`config.mk`:
```
export PLATFORM = sky130hd
export DESIGN_NAME = eflags_cond_eval_flat
export DESIGN_NICKNAME = d
export VERILOG_FILES = /design/src/rtl/eflags_pkg.sv /design/src/rtl/eflags_cond_eval_if.sv /design/src/rtl/cc_decode.sv /design/src/rtl/eflags_cond_eval.sv /design/src/flat_wrapper.sv
export SDC_FILE = /design/constraint.sdc
export NUM_CORES = 1
export LEC_CHECK = 0
export BUFFER_PORTS_ARGS = -buffer_cell sky130_fd_sc_hd__buf_2
export CORE_MARGIN = 4
export CORE_UTILIZATION = 35
export CTS_CLUSTER_DIAMETER = 120
export DETAILED_ROUTE_END_ITERATION = 8
export PLACE_DENSITY = 0.77
export SLEW_MARGIN = 20
export SYNTH_ARGS = -nofsm -noshare
export SYNTH_HDL_FRONTEND = slang
export SYNTH_SLANG_ARGS = --single-unit
```
`constraint.sdc`:
```
create_clock -name clk -period 2 [get_ports clk]
set_input_delay 0.2 -clock clk [delete_from_list [all_inputs] [get_ports clk]]
set_output_delay 0.2 -clock clk [all_outputs]
set_load 0.05 [all_outputs]
```
`src/rtl/eflags_pkg.sv`:
```
`default_nettype none
// ============================================================================
// Package : eflags_pkg
// Brief   : EFLAGS bit positions, mask order, tttn codes, FSM states.
// Rev     : 1.0
// ============================================================================
package eflags_pkg;

  localparam int OF_BIT = 11;
  localparam int DF_BIT = 10;
  localparam int SF_BIT = 7;
  localparam int ZF_BIT = 6;
  localparam int AF_BIT = 4;
  localparam int PF_BIT = 2;
  localparam int CF_BIT = 0;

  // wb_mask order is {OF,DF,SF,ZF,AF,PF,CF}
  localparam int M_CF = 0;
  localparam int M_PF = 1;
  localparam int M_AF = 2;
  localparam int M_ZF = 3;
  localparam int M_SF = 4;
  localparam int M_DF = 5;
  localparam int M_OF = 6;

  localparam logic [31:0] FLAG_MASK = 32'h0000_0CD5;

  typedef enum logic [3:0] {
    CC_O  = 4'h0, CC_NO  = 4'h1, CC_B  = 4'h2, CC_NB  = 4'h3,
    CC_E  = 4'h4, CC_NE  = 4'h5, CC_BE = 4'h6, CC_NBE = 4'h7,
    CC_S  = 4'h8, CC_NS  = 4'h9, CC_P  = 4'hA, CC_NP  = 4'hB,
    CC_L  = 4'hC, CC_NL  = 4'hD, CC_LE = 4'hE, CC_NLE = 4'hF
  } cc_e;

  typedef enum logic [1:0] {
    ST_IDLE = 2'd0,
    ST_WAIT = 2'd1,
    ST_RESP = 2'd2
  } state_e;

  function automatic logic [31:0] merge_flags(input logic [31:0] old_f,
                                              input logic [31:0] new_f,
                                              input logic [6:0]  mask);
    logic [31:0] wmask;
    wmask         = '0;
    wmask[OF_BIT] = mask[M_OF];
    wmask[DF_BIT] = mask[M_DF];
    wmask[SF_BIT] = mask[M_SF];
    wmask[ZF_BIT] = mask[M_ZF];
    wmask[AF_BIT] = mask[M_AF];
    wmask[PF_BIT] = mask[M_PF];
    wmask[CF_BIT] = mask[M_CF];
    return ((old_f & ~wmask) | (new_f & wmask)) & FLAG_MASK;
  endfunction

endpackage
`default_nettype wire

```
`src/rtl/eflags_cond_eval_if.sv`:
```
`default_nettype none
// ============================================================================
// Interface : eflags_cond_eval_if
// Brief     : Flag writeback, issue tracking and condition query signals.
// Rev       : 1.0
// ============================================================================
interface eflags_cond_eval_if;

  logic        issue_fw;
  logic        issue_full;
  logic        wb_valid;
  logic [31:0] wb_flags;
  logic [6:0]  wb_mask;
  logic        flush;
  logic        cc_req_valid;
  logic [3:0]  cc_req_cond;
  logic        cc_req_ready;
  logic        cc_rsp_valid;
  logic        cc_rsp_taken;
  logic [31:0] flags_out;

  modport master (
    output issue_fw, wb_valid, wb_flags, wb_mask, flush, cc_req_valid, cc_req_cond,
    input  issue_full, cc_req_ready, cc_rsp_valid, cc_rsp_taken, flags_out
  );

  modport slave (
    input  issue_fw, wb_valid, wb_flags, wb_mask, flush, cc_req_valid, cc_req_cond,
    output issue_full, cc_req_ready, cc_rsp_valid, cc_rsp_taken, flags_out
  );

endinterface
`default_nettype wire

```
`src/rtl/cc_decode.sv`:
```
`default_nettype none
// ============================================================================
// Module : cc_decode
// Brief  : x86 tttn condition evaluation on an EFLAGS word (combinational).
// Rev    : 1.0
// ============================================================================
module cc_decode
  import eflags_pkg::*;
(
  input  logic [31:0] i_flags,
  input  logic [3:0]  i_cond,
  output logic        o_taken
);

  logic w_of, w_sf, w_zf, w_pf, w_cf, w_base;
  logic w_unused;

  assign w_of     = i_flags[OF_BIT];
  assign w_sf     = i_flags[SF_BIT];
  assign w_zf     = i_flags[ZF_BIT];
  assign w_pf     = i_flags[PF_BIT];
  assign w_cf     = i_flags[CF_BIT];
  assign w_unused = ^{i_flags[31:12], i_flags[DF_BIT], i_flags[9:8],
                      i_flags[5], i_flags[AF_BIT], i_flags[3], i_flags[1]};

  // Even codes test the condition; the odd partner is its inverse.
  always_comb begin
    w_base = 1'b0;
    case (cc_e'({i_cond[3:1], 1'b0}))
      CC_O:    w_base = w_of;
      CC_B:    w_base = w_cf;
      CC_E:    w_base = w_zf;
      CC_BE:   w_base = w_cf | w_zf;
      CC_S:    w_base = w_sf;
      CC_P:    w_base = w_pf;
      CC_L:    w_base = w_sf ^ w_of;
      CC_LE:   w_base = w_zf | (w_sf ^ w_of);
      default: w_base = 1'b0;
    endcase
  end

  assign o_taken = w_base ^ i_cond[0];

endmodule
`default_nettype wire

```
`src/rtl/eflags_cond_eval.sv`:
```
`default_nettype none
// ============================================================================
// Module : eflags_cond_eval
// Brief  : Architectural EFLAGS holder with stalled, forwarded cc queries.
// Rev    : 1.0
// ============================================================================
module eflags_cond_eval
  import eflags_pkg::*;
#(
  parameter int          PEND_W    = 3,
  parameter logic [31:0] RST_FLAGS = 32'h0000_0000
) (
  input  logic               clk,
  input  logic               reset,
  eflags_cond_eval_if.slave  bus
);

  localparam logic [PEND_W-1:0] PEND_MAX = '1;
  localparam logic [PEND_W-1:0] PEND_ONE = PEND_W'(1);

  logic [31:0]       r_flags, w_merged;
  logic [PEND_W-1:0] r_pend, w_pend_eff;
  state_e            r_state, w_state_nxt;
  logic              r_taken, w_taken, w_ready;

  assign w_merged = bus.wb_valid ? merge_flags(r_flags, bus.wb_flags, bus.wb_mask) : r_flags;

  // Simultaneous issue and writeback cancel, even at the saturation limits.
  always_comb begin
    w_pend_eff = r_pend;
    if (bus.issue_fw && !bus.wb_valid) begin
      if (r_pend != PEND_MAX) w_pend_eff = r_pend + PEND_ONE;
    end else if (bus.wb_valid && !bus.issue_fw) begin
      if (r_pend != '0) w_pend_eff = r_pend - PEND_ONE;
    end
  end

  assign w_ready = bus.cc_req_valid & ~bus.flush & ~reset &
                   (r_state != ST_RESP) & (w_pend_eff == '0);

  cc_decode u_cc_decode (
    .i_flags (w_merged),
    .i_cond  (bus.cc_req_cond),
    .o_taken (w_taken)
  );

  always_comb begin
    w_state_nxt = r_state;
    case (r_state)
      ST_IDLE: begin
        if (w_ready)               w_state_nxt = ST_RESP;
        else if (bus.cc_req_valid) w_state_nxt = ST_WAIT;
      end
      ST_WAIT: begin
        if (!bus.cc_req_valid) w_state_nxt = ST_IDLE;
        else if (w_ready)      w_state_nxt = ST_RESP;
      end
      ST_RESP: w_state_nxt = ST_IDLE;
      default: w_state_nxt = ST_IDLE;
    endcase
    if (bus.flush) w_state_nxt = ST_IDLE;
  end

  always_ff @(posedge clk or posedge reset) begin
    if (reset) begin
      r_flags <= RST_FLAGS;
      r_pend  <= '0;
      r_state <= ST_IDLE;
      r_taken <= 1'b0;
    end else begin
      r_flags <= w_merged;
      r_pend  <= bus.flush ? '0 : w_pend_eff;
      r_state <= w_state_nxt;
      if (w_ready) r_taken <= w_taken;
    end
  end

  assign bus.issue_full   = (r_pend == PEND_MAX);
  assign bus.cc_req_ready = w_ready;
  assign bus.cc_rsp_valid = (r_state == ST_RESP) & ~bus.flush;
  assign bus.cc_rsp_taken = r_taken;
  assign bus.flags_out    = r_flags;

endmodule
`default_nettype wire

```
`src/flat_wrapper.sv`:
```
// flat-port wrapper written by rule: the top's interface ports become plain ports
module eflags_cond_eval_flat import eflags_pkg::*;
#(
  parameter int          PEND_W    = 3,
  parameter logic [31:0] RST_FLAGS = 32'h0000_0000
)
  (clk, reset, bus_issue_fw, bus_wb_valid, bus_wb_flags, bus_wb_mask, bus_flush, bus_cc_req_valid, bus_cc_req_cond, bus_issue_full, bus_cc_req_ready, bus_cc_rsp_valid, bus_cc_rsp_taken, bus_flags_out);
  eflags_cond_eval_if bus_i ();
  input  logic clk;
  input  logic reset;
  input wire logic [$bits(bus_i.issue_fw)-1:0] bus_issue_fw;
  input wire logic [$bits(bus_i.wb_valid)-1:0] bus_wb_valid;
  input wire logic [$bits(bus_i.wb_flags)-1:0] bus_wb_flags;
  input wire logic [$bits(bus_i.wb_mask)-1:0] bus_wb_mask;
  input wire logic [$bits(bus_i.flush)-1:0] bus_flush;
  input wire logic [$bits(bus_i.cc_req_valid)-1:0] bus_cc_req_valid;
  input wire logic [$bits(bus_i.cc_req_cond)-1:0] bus_cc_req_cond;
  output wire logic [$bits(bus_i.issue_full)-1:0] bus_issue_full;
  output wire logic [$bits(bus_i.cc_req_ready)-1:0] bus_cc_req_ready;
  output wire logic [$bits(bus_i.cc_rsp_valid)-1:0] bus_cc_rsp_valid;
  output wire logic [$bits(bus_i.cc_rsp_taken)-1:0] bus_cc_rsp_taken;
  output wire logic [$bits(bus_i.flags_out)-1:0] bus_flags_out;
  assign bus_i.issue_fw = bus_issue_fw;
  assign bus_i.wb_valid = bus_wb_valid;
  assign bus_i.wb_flags = bus_wb_flags;
  assign bus_i.wb_mask = bus_wb_mask;
  assign bus_i.flush = bus_flush;
  assign bus_i.cc_req_valid = bus_cc_req_valid;
  assign bus_i.cc_req_cond = bus_cc_req_cond;
  assign bus_issue_full = bus_i.issue_full;
  assign bus_cc_req_ready = bus_i.cc_req_ready;
  assign bus_cc_rsp_valid = bus_i.cc_rsp_valid;
  assign bus_cc_rsp_taken = bus_i.cc_rsp_taken;
  assign bus_flags_out = bus_i.flags_out;
  eflags_cond_eval #(.PEND_W(PEND_W), .RST_FLAGS(RST_FLAGS)) u_core (.clk(clk), .reset(reset), .bus(bus_i));
endmodule
```
==> results by group <==
Outcome
  – Result of the run: finished, violations left
  – Failing checks: negative setup slack

Routing
  – Overall routed net length: 2.22 mm
  – Drt drc: 0
  – Residual antenna-violating net count after detailed routing: 0
  – First DRT Iteration DRCs: 17
  – Initial DRT Pass Iterations: 4
  – Routed length per instance: 11.7 um
  – Total number of vias: 869
  – Post-detailed-route via-to-cell ratio: 4.57

Critical path
  – Data required, critical path: 1.80 ns
  – Critical Path End Type: output pin
  – Critical path peak fanout: 3
  – Category of the most critical setup path: reg2out
  – Worst Path Arrival: 1.97 ns
  – Setup crit start kind: flip-flop

Synthesis
  – Sequential fraction of the synthesis area: 0.317
  – Combinational family with the most area after synthesis: buffers and inverters
  – Dominant synthesized flop cell: sky130_fd_sc_hd__dfrtp_1
  – Mean instance size in the synthesized netlist: 9.17 sq um
  – Count of flip-flops with a built-in enable after synthesis: 0
  – Multiplexer area fraction after synthesis: 0.0414
  – Adder-cell area share of the yosys netlist: 0.0365
  – Complex-gate fraction of the synthesized area: 0.188
  – Synth top area share: 0.317
  – Top cell type by total area after synthesis: sky130_fd_sc_hd__dfrtp_1
  – Synth Instances: 112
  – Cell area after synthesis: 1030 sq um
  – Async S/R FF share, synth: 1.00
  – Seq cells post-synth: 13
  – Cell with the most instances after synthesis: sky130_fd_sc_hd__buf_4
  – Top cells by area in the synthesized netlist: sky130_fd_sc_hd__dfrtp_1 32%, sky130_fd_sc_hd__buf_4 19%, sky130_fd_sc_hd__nor2b_1 4.3%
  – XOR/XNOR Fraction of Synth Area: 0.00853
  – Yosys cell types: 37
  – Synth warnings: 0
  – Cell types with the highest counts after synthesis: 26 x sky130_fd_sc_hd__buf_4, 13 x sky130_fd_sc_hd__dfrtp_1, 8 x sky130_fd_sc_hd__inv_1, 8 x sky130_fd_sc_hd__nand2_1, 7 x sky130_fd_sc_hd__nor2b_1
  – Simple logic cell fraction of the synthesized area: 0.183

STA
  – Max_slew headroom: 0.657
  – Final-layout worst hold slack: 0.157 ns
  – Setup Skew: 0.00172 ns
  – Final count of negative-setup-slack endpoints: 1
  – Worst path setup slack after routing: -0.171 ns
  – Final slew viol count: 0
  – Crit path time final: 2.17 ns
  – Part of the cycle the worst path needs: 1.09
  – Number of failing hold endpoints at the final stage: 0
  – Pin slew with the least headroom to its limit: 0.515 ns
  – Setup repair after global routing missed its margin: true
  – Highest Clock Rate: 461 MHz

Clock tree
  – CTS tree: built
  – Clock edge transition at the registers on the reported setup and hold paths: 0.08 ns
  – TritonCTS buffer count: 3
  – Num Clock Sinks: 13
  – Number of H-tree levels: 1
  – Source-to-sink clock delay at the later pin of the worst-skew pair: 0.28 ns
  – Max Root-Sink Buffers: 2
  – Buffer cell driving the clock tree root: sky130_fd_sc_hd__clkbuf_4

Global route
  – Global-route wire length before repair: 3.50 mm
  – Maximum number of pins on one net before global-route repair: 14
  – Vias in the first global route: 813
  – Antenna violations before repair: 0
  – Total global-route track usage: 0.110
  – Global route overflow: 0

Final layout
  – Layout cell share with drive strength beyond 1: 0.440
  – Cell area after layout: 1330 sq um
  – Layout net count: 212
  – Synthesis-to-layout area growth: 29.7%
  – Final Util: 0.479
  – Layout fillers: 287
  – Antenna cell count: 0

Floorplanning
  – Die extent in y: 62.2 um
  – Count of pins on the block boundary: 85
  – Floorplan die area: 3870 sq um
  – Width of the die: 62.2 um
  – Starting utilization of the core area: 0.369
  – Core ar.: 2780 sq um
  – Rows: 19

Place
  – Placed instance area: 1200 sq um
  – Pre-CTS WS: -0.0562 ns
  – Placed wire-length estimate: 1.76 mm
  – Count of input and output buffers: 34
  – Global placer's final weighted congestion: 0.765

Job
  – Max-cap check violation count: 0

Worst hold path
  – Type of the tightest min-delay check: in2reg

Power
  – P per Cell Area: 780 nW/um^2
  – Static Leakage: 0.692 nW
  – Worst IR drop on VDD: 0.000407 V
layer usage:
layer  wire, um  vias up  track usage  part of all wire
li1           -      429            -                 -
met1        979      395        0.132              0.44
met2       1010       42        0.183              0.45
met3        209        3       0.0342             0.094
met4         25        0       0.0407             0.011
met5          0        -            0                 0
final timing paths:
check | from | end | slack, ns | depth (start not counted)
worst min-delay path | bus_wb_flags[10] | flip-flop | 0.16 | 2
min in group asynchronous | reset | u_core.r_state[1] | 0.51 | 3
worst max-delay path | u_core.r_pend[1] | bus_cc_req_ready | -0.17 | 8
worst min register to register | u_core.r_state[1] | u_core.r_state[1] | 0.50 | 1
max in group asynchronous | reset | async pin | 1.15 | 3
worst max register to register | u_core.r_pend[1] | u_core.bus.cc_rsp_taken | 0.08 | 8
logic make-up (layout without fill, tap and decap cells):
group / after synthesis / in the layout
other cells: 1 / 25
compound gates: 23 / 23
flops: 13 / 13
mux: 4 / 4
simple gates: 32 / 32
fa+ha+maj: 3 / 3
buf+inv: 35 / 58
xor+xnor: 1 / 1
through the flow:
stage / instances / setup TNS, ns / total power [mW]
after global routing: 190 / -0.291 / 1.10
after global placement: 184 / -0.0590 / 0.804
final: 190 / -0.171 / 1.04
after detailed placement: 184 / -0.0562 / 0.810
after CTS: 190 / -0.230 / 1.01
after floorplan: 136 / 0 / 0.714
area by class of cell:
cell class              instances  area, sq um  area share
repair buffers                 45          265       0.199
multi-input cells              88          643       0.483
flip-flops and latches         13          325       0.244
clock buffers                   4         26.3      0.0197
well taps                      31         38.8      0.0291
inverters                       9         33.8      0.0254
worst max-delay path: stages (launching register included):
cell and delay (ns):
sky130_fd_sc_hd__dfrtp_1 0.40, sky130_fd_sc_hd__inv_2 0.07, sky130_fd_sc_hd__ha_4 0.16, sky130_fd_sc_hd__buf_4 0.13, sky130_fd_sc_hd__or4_4 0.48, sky130_fd_sc_hd__nand4_1 0.13, sky130_fd_sc_hd__or3_4 0.15, sky130_fd_sc_hd__inv_2 0.04
sky130_fd_sc_hd__buf_8 0.14
where the power goes:
part | internal [mW] | leakage, nW | switching (mW)
Combinational | 0.184 | 0.513 | 0.358
Sequential | 0.302 | 0.163 | 0.0280
Clock | 0.0774 | 0.0150 | 0.0905
what timing repair did:
action	in CTS	in global routing
hold buffers	1	0
gates resized for setup	16	5
setup endpoints to repair	1	3
pin swaps	6	4
buffers inserted	1	1
endpoints found under the hold margin	13	0
cells in the final DEF (no fill, tap or decap), types with 3 or more instances in the layout:
| cell type | Yosys | final |
|---|---|---|
| sky130_fd_sc_hd__nor4_1 | 3 | 3 |
| sky130_fd_sc_hd__nand2_1 | 8 | 7 |
| sky130_fd_sc_hd__inv_2 | 1 | 3 |
| sky130_fd_sc_hd__buf_4 | 26 | 10 |
| sky130_fd_sc_hd__clkbuf_4 | 0 | 3 |
| sky130_fd_sc_hd__nor2b_1 | 7 | 6 |
| sky130_fd_sc_hd__dfrtp_1 | 13 | 13 |
| sky130_fd_sc_hd__nand2b_1 | 5 | 5 |
| sky130_fd_sc_hd__inv_1 | 8 | 6 |
| sky130_fd_sc_hd__conb_1 | 1 | 25 |
| sky130_fd_sc_hd__buf_2 | 0 | 33 |
Power figures use the tool's default switching activity.
